==> src/rtl/xrv_mul_issue.sv <==
// Issue/writeback controller for the M-extension multiplier: issues ops to xrv_mult,
// stalls execute while a multiply is in flight, and handles zero fast path, flush drain and watchdog.
module xrv_mul_issue #(
  parameter int TIMEOUT = 15
) (
  input  logic        clk,
  input  logic        rstb,
  input  logic        ex_valid,
  input  logic [2:0]  ex_funct3,
  input  logic [31:0] ex_rs1,
  input  logic [31:0] ex_rs2,
  input  logic [4:0]  ex_rd,
  input  logic        flush,
  output logic [31:0] mul_a,
  output logic [31:0] mul_b,
  output logic [2:0]  mul_type,
  output logic        mul_valid,
  input  logic [31:0] mul_result,
  input  logic        mul_result_valid,
  output logic        stall,
  output logic        wb_valid,
  output logic [4:0]  wb_rd,
  output logic [31:0] wb_data,
  output logic        err
);

  localparam logic [1:0] ST_IDLE  = 2'd0;
  localparam logic [1:0] ST_BUSY  = 2'd1;
  localparam logic [1:0] ST_DRAIN = 2'd2;
  localparam logic [7:0] TIMEOUT_C = 8'(TIMEOUT);

  logic [1:0] state_r;
  logic [1:0] state_nxt_s;
  logic [7:0] cnt_r;
  logic [7:0] cnt_nxt_s;
  logic       accept_s;
  logic       zero_op_s;
  logic       issue_s;
  logic       fast_s;
  logic       wb_load_s;
  logic       err_s;

  assign accept_s  = ex_valid & ~ex_funct3[2] & ~flush;
  assign zero_op_s = (ex_rs1 == 32'd0) | (ex_rs2 == 32'd0);

  // Next-state, watchdog countdown and combinational stall decode.
  always_comb begin
    state_nxt_s = state_r;
    cnt_nxt_s   = cnt_r;
    issue_s     = 1'b0;
    fast_s      = 1'b0;
    wb_load_s   = 1'b0;
    err_s       = 1'b0;
    stall       = 1'b0;
    case (state_r)
      ST_IDLE: begin
        if (accept_s && (ex_rd != 5'd0)) begin
          if (zero_op_s) begin
            fast_s = 1'b1;
          end else begin
            issue_s     = 1'b1;
            stall       = 1'b1;
            state_nxt_s = ST_BUSY;
            cnt_nxt_s   = TIMEOUT_C;
          end
        end else begin
          stall = 1'b0;
        end
      end
      ST_BUSY: begin
        if (mul_result_valid) begin
          // A result coinciding with flush belongs to the killed op and is dropped.
          wb_load_s   = ~flush;
          state_nxt_s = ST_IDLE;
          cnt_nxt_s   = 8'd0;
        end else if (cnt_r <= 8'd1) begin
          stall       = 1'b1;
          err_s       = 1'b1;
          state_nxt_s = ST_IDLE;
          cnt_nxt_s   = 8'd0;
        end else begin
          stall       = 1'b1;
          cnt_nxt_s   = cnt_r - 8'd1;
          state_nxt_s = flush ? ST_DRAIN : ST_BUSY;
        end
      end
      ST_DRAIN: begin
        stall = ex_valid & ~ex_funct3[2];
        if (mul_result_valid) begin
          state_nxt_s = ST_IDLE;
          cnt_nxt_s   = 8'd0;
        end else if (cnt_r <= 8'd1) begin
          err_s       = 1'b1;
          state_nxt_s = ST_IDLE;
          cnt_nxt_s   = 8'd0;
        end else begin
          cnt_nxt_s = cnt_r - 8'd1;
        end
      end
      default: begin
        state_nxt_s = ST_IDLE;
        cnt_nxt_s   = 8'd0;
      end
    endcase
  end

  // State, multiplier operand hold registers and writeback/err strobes.
  always_ff @(posedge clk or negedge rstb) begin
    if (!rstb) begin
      state_r   <= ST_IDLE;
      cnt_r     <= 8'd0;
      mul_a     <= 32'd0;
      mul_b     <= 32'd0;
      mul_type  <= 3'd0;
      mul_valid <= 1'b0;
      wb_valid  <= 1'b0;
      wb_rd     <= 5'd0;
      wb_data   <= 32'd0;
      err       <= 1'b0;
    end else begin
      state_r   <= state_nxt_s;
      cnt_r     <= cnt_nxt_s;
      mul_valid <= issue_s;
      wb_valid  <= fast_s | wb_load_s;
      err       <= err_s;
      if (issue_s) begin
        mul_a    <= ex_rs1;
        mul_b    <= ex_rs2;
        mul_type <= ex_funct3;
        wb_rd    <= ex_rd;
      end else if (fast_s) begin
        wb_rd    <= ex_rd;
      end
      if (fast_s) begin
        wb_data <= 32'd0;
      end else if (wb_load_s) begin
        wb_data <= mul_result;
      end
    end
  end

endmodule

==> config.mk <==
export PLATFORM = sky130hd
export DESIGN_NAME = xrv_mul_issue
export DESIGN_NICKNAME = d
export VERILOG_FILES = /design/src/rtl/xrv_mul_issue.sv
export SDC_FILE = /design/constraint.sdc
export NUM_CORES = 1
export LEC_CHECK = 0
export CAP_MARGIN = 20
export CORE_ASPECT_RATIO = 0.5
export CORE_MARGIN = 8
export CORE_UTILIZATION = 46
export CTS_CLUSTER_SIZE = 24
export DETAILED_ROUTE_END_ITERATION = 10
export PLACE_DENSITY = 0.87
export SLEW_MARGIN = 20
export SYNTH_ARGS = -nofsm -noshare
export SYNTH_HDL_FRONTEND = slang
export SYNTH_SLANG_ARGS = --single-unit
==> constraint.sdc <==
create_clock -name clk -period 5.3 [get_ports clk]
set_clock_uncertainty 0.2 [all_clocks]
set_input_delay 1.59 -clock clk [delete_from_list [all_inputs] [get_ports clk]]
set_output_delay 1.59 -clock clk [all_outputs]
set_load 0.1 [all_outputs]
# Word-level counts from Yosys, hierarchy flattened
# Cells that the tools add are included.
totals:
  output_inout_bits: 108
  register_bits: 117
  inputBits: 109
  elab_cells: 63
  latch_bits: 0
  ram_bits: 0
  n_memories: 0
  rom_bits: 0
classes:
  eq_ne: 5
  addsub: 1
  bitwise_logic: 6
  n_div: 0
  n_shift: 0
  n_mux: 30
  mul: 0
  n_reduce_logical: 10
  n_lt_le_gt_ge: 1
op_table:
  columns: ["cell", "count"]
  rows:
  - ["$logic_not A32 Y1", 2]
  - ["$mux W32", 2]
  - ["$mux W8", 4]
  - ["$pmux W8 S2", 1]
  - ["$mux W2", 7]
  - ["$mux W1", 12]
  - ["$mux W5", 2]
  - ["$le A8 B1 Y1 const B", 1]
  - ["$sub A8 B1 Y8 const B", 1]
  - ["$pmux W2 S3", 1]
  - ["$reduce_bool A5 Y1", 1]
  - ["$ne A2 B2 Y1 const B", 2]
  - ["$reduce_bool A2 Y1", 2]
  - ["$ne A3 B3 Y1 const B", 1]
  - ["$pmux W1 S3", 1]
  - ["$reduce_and A3 Y1", 1]
  - ["$and A1 B1 Y1", 2]
  - ["$eq A2 B1 Y1 const B", 1]
  - ["$eq A2 B2 Y1 const B", 1]
  - ["$logic_not A2 Y1", 1]
  - ["$not A1 Y1", 2]
  - ["$or A1 B1 Y1", 2]
  - ["$reduce_and A2 Y1", 1]
  - ["$reduce_or A2 Y1", 1]
  - ["$logic_and A1 B1 Y1", 1]

# Longest topological paths before layout
# Gate-level depths: netlist (run 1).
logic_depth:
  word_depth: 8
  ltp_mapped: 8
  ltp_nobuf: 7

# Least setup slack after synthesis (run 1)
# OpenSTA, ideal clock, no wires.
synth_timing:
  kind: "in2out"
  from: "input port ex_funct3[2]"
  to: "output port stall"
  path_slack_ps: -533
  n_path_buf: 1
  cell_stages: 5
  t_arrival_ps: 4043
  required_time_ps: 3510
  cell_sequence: "nand2b_1 > a211oi_4 > nand3_4 > buf_4 > a31oi_1"
synth_between:
  elab_chain_cells: 6
synth_lines:
  columns: ["element", "line_no", "text"]
  rows:
  - ["start: declaration", "9", "input logic [2:0] ex_funct3,"]
  - ["$not A1 Y1 *", "43, 88", null]
  - ["$and A1 B1 Y1 *", "43, 88", null]
  - ["$and A1 B1 Y1", "43", "assign accept_s = ex_valid & ~ex_funct3[2] & ~flush;"]
  - ["$logic_and A1 B1 Y1", "57", "if (accept_s && (ex_rd != 5'd0)) begin"]
  - ["$mux W1", "57", null]
  - ["$pmux W1 S3 *", "55", "case (state_r)"]
  - ["end: declaration", "20", "output logic stall,"]
# Mark *: on every way between the ends. The rest lies on a longest branch, timed or not.

# Final worst setup path (run 1)
layout_timing:
  from: "input port ex_rs1[24]"
  to: "output port stall"
layout_between:
  elab_chain_cells: 5
layout_lines:
  columns: ["element", "line_no", "text"]
  rows:
  - ["start: declaration", "10", "input logic [31:0] ex_rs1,"]
  - ["$logic_not A32 Y1", "44", "assign zero_op_s = (ex_rs1 == 32'd0) | (ex_rs2 == 32'd0);"]
  - ["$or A1 B1 Y1", "44", null]
  - ["$mux W1", "58", "if (zero_op_s) begin"]
  - ["$mux W1", "57", null]
  - ["$pmux W1 S3", "55", null]
# No other way between the ends.

==> results.txt, run 1 <==
After detailed routing, the average wire length per cell comes to about 19 um. The number of DRC markers in iteration 0 is ~160. The startpoint identified for the worst register-to-register timing path is state_r[0]$_DFFE_PN0P_. The worst setup path is launched from a primary input.

The path class of the tightest hold or removal check is flip-flop to flip-flop. The async set or reset register ratio after synthesis is 100%. Counting flops with a built-in enable in the synthesized netlist gives 0. The net count of the finished layout is 760.

0 antenna diodes ended up in the layout. Headroom to the max-slew limit came out at a little under a third. The average cell area after synthesis is between 10 and 15 sq um.

The number of antenna violations at the first check in global routing came out at 0. Cells with a size suffix above 1 make up between 10% and 20% of the layout. Summed over all layers, the routed wires come to about 15 mm. The horizontal die dimension is around 160 um. The critical path is of the primary input to primary output type. The routed layout has 4,201 vias. The maximum clock rate is a little under 0.2 GHz. Entering global routing, the biggest net connects 71 pins. The first global-routing pass estimated roughly 24 mm of wire. Buffers inserted to repair hold after CTS numbered 0.

The depth of the worst hold-timing path is 1. The wire-length estimate of the detail-placed layout is 11.0 mm. The count of pins on the block boundary came out at between 200 and 250.

TritonCTS built the clock tree. Counting both buffers and inverters, the worst setup path holds a total of 2. The clock slew seen by the registers of the worst setup and hold paths is ~0.050 ns.

In the routed layout, each cell is associated on average with a via count of approximately 5.2. The final clock period utilization by the worst path came out at between 90% and 100%. The pre-antenna-repair detailed-routing pass consisted of 6 iterations. Hold timing on the final database bottoms out at a slack of 0.292 ns. During synthesis, Yosys emitted a total of 0 warnings. The register-to-register setup slack is 2.72 ns. Counting cells, the worst reg-to-reg path comes to 5. The number of max-slew violations in the final report came out at 0. The clock insertion delay at the later pin of the skew report is approximately 0.40 ns. STA classifies the critical path endpoint as a primary output. The number of register bits inferred by synthesis is 117. In this run the standard cell core region covers around 0.011 sq mm. The number of fill cells in the layout is between 700 and 800.

The final setup TNS came out at 0 ns. The worst setup timing slack at the placement stage is between 0.04 and 0.05 ns. The via count of the first global-routing pass is 4,518. The longest clock path from root to sink contains 2 buffers. The clock net sink count came out at between 100 and 150. The cell row count came out at 27.

The final setup violation count is 0. The share of synthesized cell area in full adder, half adder and majority cells came out at about 1.5%. The y dimension of the die is 90.2 um. The aggregate global routing overflow is 0. The cell count after synthesis came out at ~430. The terminus of the critical flop-to-flop path is mul_a[19]$_DFFE_PN0P_. The beginning of the worst hold path is mul_type[2]$_DFFE_PN0P_. From synthesis to final layout, the design area changed by 59.5%. The congestion estimate from routability-driven global placement came to approximately 0.83. The portion of netlist area occupied by mux cells is 15.8%. The initial core utilization is 46.7%. The post-route worst setup slack came out at approximately 0.15 ns. The xor and xnor area share after synthesis came out at 0%. The synthesized netlist devotes between 10% and 20% of its cell area to simple gates. The worst path in the final design needs a cycle of around 5 ns, including I/O delays and setup.

The largest incremental delay on the critical path came out at around 0.45 ns. The count of buffers added on input and output ports is 216. Setup repair after global routing left no endpoint under its margin.

Sequential cells were found to cover roughly 58% of the synthesized design area. The transition time at the pin with the least slew margin is 1.03 ns. The flow ran to the end, and the final reports show no timing, DRC or antenna violations. The total standard cell area after synthesis came out at between 0.005 and 0.006 sq mm. The cell at the root of the clock tree is sky130_fd_sc_hd__clkbuf_16. The required time of the critical path came out at 3.51 ns. The critical path goes through clkdlybuf4s50_1 > nor4_2 > nand4_1 > o22a_2 > nand3_4 > a31oi_2 > buf_12. The kind of cell adding the most delay to the critical path is simple AND/OR/NAND/NOR gates.

The share of the synthesized area in compound gates (AO/OA/AOI/OAI) is about 8.5%. The worst hold path terminates at mul_type[2]$_DFFE_PN0P_. In this run, CTS created clock tree buffers numbering 17. At the worst endpoint, the arrival time is roughly 3.4 ns. Global routing used between 20% and 30% of the available tracks.

Once detail routing completed, the nets flagged for antenna violations numbered 0. The synthesized net count is approximately 540. In the synthesized netlist the dominant register cell turns out to be sky130_fd_sc_hd__dfrtp_1. The number of max-cap violations is 0. In this run, distinct cell masters in the synthesized netlist total 41. The largest fanout on the critical path came out at 2. The H-tree was split into 4 levels. After synthesis, the largest family of logic cells by area is multiplexers. The area enclosed by the die boundary came out at between 0.01 and 0.015 sq mm. The final hold violation count was 0. On the critical path, the stage with the largest delay is an instance of sky130_fd_sc_hd__clkdlybuf4s50_1. The number of DRC violations after detailed routing is 0.
[routing by layer]
layer  global-route usage (%)  vias to the layer above  routed length [um]
met5                        0                        -                   0
met4                     8.80                        0                 364
met3                     7.42                       28                1380
met2                     34.6                      166                7530
met1                     23.4                     2035                5950
li1                         -                     1972                   -
[through the flow]
step	util (%)	instances	cell area, sq um
6_report	74.4	803	8070
5_1_grt	74.4	803	8070
4_1_cts	74.2	803	8050
3_5_place_dp	67.5	771	7320
3_3_place_gp	67.5	771	7320
2_1_floorplan	-	427	5070
[logic make-up after synthesis]
family / count (synthesis)
AND/OR/NAND/NOR: 138
adder cells (fa/ha/maj): 6
flip-flops: 117
AO/OA/AOI/OAI: 66
multiplexers: 71
buffers and inverters: 29
[layout by cell type (no fill, tap or decap), drive strengths merged]
cell           count
clkdlybuf4s50    214
dfrtp            117
nand2             71
mux2              71
a21oi             33
clkbuf            20
nor4              17
nor2              13
bufinv             8
buf                8
nor3               7
o221ai             7
nand3              7
inv                7
o21ai              6
o211ai             6
ha                 6
nand4              4
nand2b             4
or4                4
o31ai              3
a31oi              3
clkinv             3
nand3b             2
a31o               2
nor4b              2
or2                2
and2               2
o22a               1
a211oi             1
nor2b              1
or3                1
o22ai              1
a211o              1
and3               1
a311oi             1
o41ai              1
[worst max-delay path by stage]
stage | from | to | slack, ns | cells after the start
detailed placement | ex_rs1[24] | stall | 0.05 | 7
floorplan | ex_funct3[2] | stall | 0.08 | 5
finish | ex_rs1[24] | stall | 0.15 | 7
global placement | ex_rs2[16] | stall | 0.12 | 7
global route | ex_rs1[24] | stall | 0.05 | 7
CTS | ex_rs1[24] | stall | 0.04 | 7
[state kept, by name, indices dropped and copies added, names as in the netlist, 2 cells and up]
name / count
cnt_r: 8
mul_a: 32
mul_b: 32
mul_type: 3
state_r: 2
wb_data: 32
wb_rd: 5
[cell usage after synthesis (2+ instances only)]
cell type	count	area [sq um]
sky130_fd_sc_hd__nor2_1	13	48.8
sky130_fd_sc_hd__a31oi_1	3	18.8
sky130_fd_sc_hd__buf_4	2	15.0
sky130_fd_sc_hd__mux2_1	4	45.0
sky130_fd_sc_hd__nand4_1	4	25.0
sky130_fd_sc_hd__o221ai_1	7	61.3
sky130_fd_sc_hd__inv_1	5	18.8
sky130_fd_sc_hd__nand2_1	70	263
sky130_fd_sc_hd__nand3_1	6	30.0
sky130_fd_sc_hd__nor4b_1	2	17.5
sky130_fd_sc_hd__dfrtp_1	117	2930
sky130_fd_sc_hd__clkbuf_1	11	41.3
sky130_fd_sc_hd__o211ai_1	6	45.0
sky130_fd_sc_hd__ha_1	6	75.1
sky130_fd_sc_hd__nand3b_1	2	15.0
sky130_fd_sc_hd__o31ai_1	3	22.5
sky130_fd_sc_hd__mux2_2	67	754
sky130_fd_sc_hd__nor3_1	7	35.0
sky130_fd_sc_hd__buf_6	6	67.6
sky130_fd_sc_hd__a31o_2	2	17.5
sky130_fd_sc_hd__or4_1	4	30.0
sky130_fd_sc_hd__and2_1	2	12.5
sky130_fd_sc_hd__nor4_1	17	106
sky130_fd_sc_hd__buf_2	4	20.0
sky130_fd_sc_hd__o21ai_0	6	30.0
sky130_fd_sc_hd__nand2b_1	4	25.0
sky130_fd_sc_hd__a21oi_1	33	165
[timing repair]
action,in CTS,in global routing
gates resized for setup,0,3
buffers inserted,0,0
setup endpoints to repair,0,1
[cell type report]
type                            count  area, sq um  share of cell area [%]
Timing Repair Buffer              222         2210                    27.4
Sequential cell                   117         2930                    36.3
Inverter                            6         22.5                   0.279
Tap cell                          145          181                    2.25
Multi-Input combinational cell    281         2000                    24.8
Clock inverter                     12          272                    3.36
Clock buffer                       20          457                    5.66
Power of run 1 is not shown: default switching activity piles up to over one toggle a cycle in this logic, so the estimate is an artifact.
==> inputs of run 2 (changes only) <==
--- a/config.mk
+++ b/config.mk
@@ -12,6 +12,7 @@
 export CTS_CLUSTER_SIZE = 24
 export DETAILED_ROUTE_END_ITERATION = 10
 export PLACE_DENSITY = 0.87
+export RECOVER_POWER = 50
 export SLEW_MARGIN = 20
 export SYNTH_ARGS = -nofsm -noshare
 export SYNTH_HDL_FRONTEND = slang
==> run 2 against run 1 <==
  * The run now ends with capacitance limit, slew limit left
  * Worst setup slack gained 0.012 ns
  * Sequential share of layout area grew 0.12 points
  * Design area shrank 0.33%
  * Maximum frequency grew 0.23%
  * Largest cell class unchanged
  * Global-route usage is the same
  * Core utilization shrank 0.24 points
  * Sequential cell count is the same
  * Final cell count is the same
  * Highest routed layer is now met5
==> results.txt, run 2 (synthesized netlist as in run 1, its figures left out) <==
The flow ran to the end, but the final reports show violations. The final reports fail on capacitance limit, slew limit. The routed layout has around 4,200 vias. The y dimension of the die came out at 90.2 um. The initial utilization of the core area, before any placement, comes to a little under half. The area of the multi-input gates is roughly 0.0020 sq mm.

The maximum clock rate came out at just under 0.2 GHz. The pin count of the biggest net entering global routing came out at 71. The first TritonRoute pass finished after 4 iterations. The number of max-cap violations is 1. The placed wire-length estimate after detailed placement came out at ~11 mm. The most frequent standard cell in the layout excluding fill and tap cells is sky130_fd_sc_hd__clkdlybuf4s50_1. The minimum period implied by the final worst setup slack is 5.14 ns. The area enclosed by the die boundary is between 0.01 and 0.015 sq mm. The final setup violation count is 0. After clock tree synthesis, the setup repair step added 0 buffers. Across every metal layer, demand over resource in global routing totals just over 20%. The worst setup path is of the primary input to primary output kind. The required time of the critical path came out at ~3.5 ns.

The met2 capacity usage during global routing is 34.6%. The final worst hold slack came out at around 0.29 ns. The area growth from synthesis to layout is 59.0%. The core area is 0.0108 sq mm. TritonCTS built the clock tree. The number of antenna violations at the first check in global routing is 1. The net count of the finished layout is 760. The quantity of gates resized following cts is 0.

Across the whole layout, storage elements account for between 0.002 and 0.003 sq mm. The filler cells instantiated in the layout total slightly above 700. The relative slew slack is -50.1%. For met3 alone, demand over resource in global routing was ~7.4%. The cts-stage hold buffer count is 0. The aggregate global routing overflow came out at 0. The number of DRC markers in iteration 0 is around 170.

At the worst endpoint, the arrival time is about 3.4 ns. The class of the worst hold path is flip-flop to flip-flop. The final hold violation count is 0.

The first global-routing pass estimated 24.2 mm of wire. The largest fanout on the critical path came out at 2. In the layout the commonest cells are sky130_fd_sc_hd__clkdlybuf4s50_1, sky130_fd_sc_hd__dfrtp_1, sky130_fd_sc_hd__nand2_1, sky130_fd_sc_hd__mux2_2, sky130_fd_sc_hd__a21oi_1. The endpoint kind of the worst setup timing path is a primary output. The cell row count came out at 27. Setup repair after global routing left no endpoint under its margin.

The number of DRC violations after detailed routing came out at 0. The cell at the root of the clock tree is sky130_fd_sc_hd__clkbuf_16. 217 I/O pins were placed. The via count of the first global-routing pass is roughly 4,500.

Dividing the final minimum period by the clock period gives between 90 and 100%. STA classifies the critical path startpoint as a primary input. met2 is the most crowded layer.

The final setup TNS came out at 0 ns. From left edge to right edge, the die measures approximately 160 um. The total detailed-routing wirelength is between 15 and 20 mm. Measured on the finished design, the core utilization comes to between 70 and 80%. The clock slew seen by the registers of the worst setup and hold paths came out at approximately 0.05 ns. The global placer's final weighted congestion came out at just over 0.8. The number of antenna diodes in the final layout is 0. The number of buffers on the longest clock path is 2. Dividing the detail-routed via count by the number of cells gives 5.23. The clock net sink count is around 120. The detail route stage leaves a number of antenna-violating nets equal to 0.

The transition time at the pin with the least slew margin came out at around 2.3 ns. The number of clock buffers inserted by TritonCTS came out at 17. Input and output buffers added on the ports amount to roughly 220. In the final routed layout, each cell accounts on average for between 15 and 20 um. The clock insertion delay at the later pin of the skew report is around 0.4 ns.

The number of max-slew violations in the final report came out at between 40 and 50. The global routing usage on met1 came out at approximately a quarter. The H-tree depth is 4.

The layout cell share with drive strength beyond 1 is between 10% and 20%. In the final layout, the registers with the most flip-flops are mul_a x32, mul_b x32, wb_data x32.
-- run 2: cell types whose count changed in the layout (fill, tap and decap cells not counted) --
cell and change:
sky130_fd_sc_hd__clkdlybuf4s50_1 -11, sky130_fd_sc_hd__dlygate4sd3_1 +11, sky130_fd_sc_hd__buf_4 -5, sky130_fd_sc_hd__clkbuf_1 +4
sky130_fd_sc_hd__clkbuf_2 +1, sky130_fd_sc_hd__nand2_1 +1, sky130_fd_sc_hd__nand2_2 -1, sky130_fd_sc_hd__o22ai_1 +1
sky130_fd_sc_hd__o22ai_2 -1
-- run 2: layout make-up --
class | instances | share of cell area [%]
Inverter | 6 | 0.280
Clock buffer | 20 | 5.68
Sequential cell | 117 | 36.4
Clock inverter | 12 | 3.37
Multi-Input combinational cell | 281 | 24.7
Timing Repair Buffer | 222 | 27.3
Tap cell | 145 | 2.25
-- run 2: stage by stage --
step | setup WS, ns | area (sq um) | std cells
after floorplan | 0.0810 | 5070 | 427
after global placement | 0.117 | 7320 | 771
after detailed placement | 0.0455 | 7320 | 771
after CTS | 0.0422 | 8050 | 803
after global routing | 0.0755 | 8050 | 803
final | 0.163 | 8050 | 803
-- run 2: final timing paths --
| path | startpoint | slack, ns | cells after the start | endpoint |
|---|---|---|---|---|
| setup / recovery | ex_rs1[24] | 0.16 | 7 | stall |
| hold / removal | mul_a[27]$_DFFE_PN0P_ | 0.29 | 1 | mul_a[27]$_DFFE_PN0P_ |
| setup reg to reg | state_r[0]$_DFFE_PN0P_ | 2.06 | 6 | wb_data[13]$_DFFE_PN0P_ |
| hold reg to reg | mul_a[27]$_DFFE_PN0P_ | 0.29 | 1 | mul_a[27]$_DFFE_PN0P_ |
| max in group asynchronous | rstb | 1.01 | 2 | mul_b[29]$_DFFE_PN0P_ |
| min in group asynchronous | rstb | 1.65 | 1 | mul_a[6]$_DFFE_PN0P_ |
-- run 2: worst max-delay path: stages --
cell and delay (ns):
sky130_fd_sc_hd__clkdlybuf4s50_1 0.45, sky130_fd_sc_hd__nor4_2 0.34, sky130_fd_sc_hd__nand4_1 0.21, sky130_fd_sc_hd__o22a_2 0.34, sky130_fd_sc_hd__nand3_4 0.10, sky130_fd_sc_hd__a31oi_2 0.11
sky130_fd_sc_hd__buf_12 0.20
-- run 2: routing by layer --
layer | up-vias | routed length (um)
met5 | - | 13
met4 | 2 | 334
met3 | 24 | 1370
met2 | 174 | 7550
met1 | 2028 | 5930
li1 | 1973 | -
Power of run 2 is left out for the same reason.
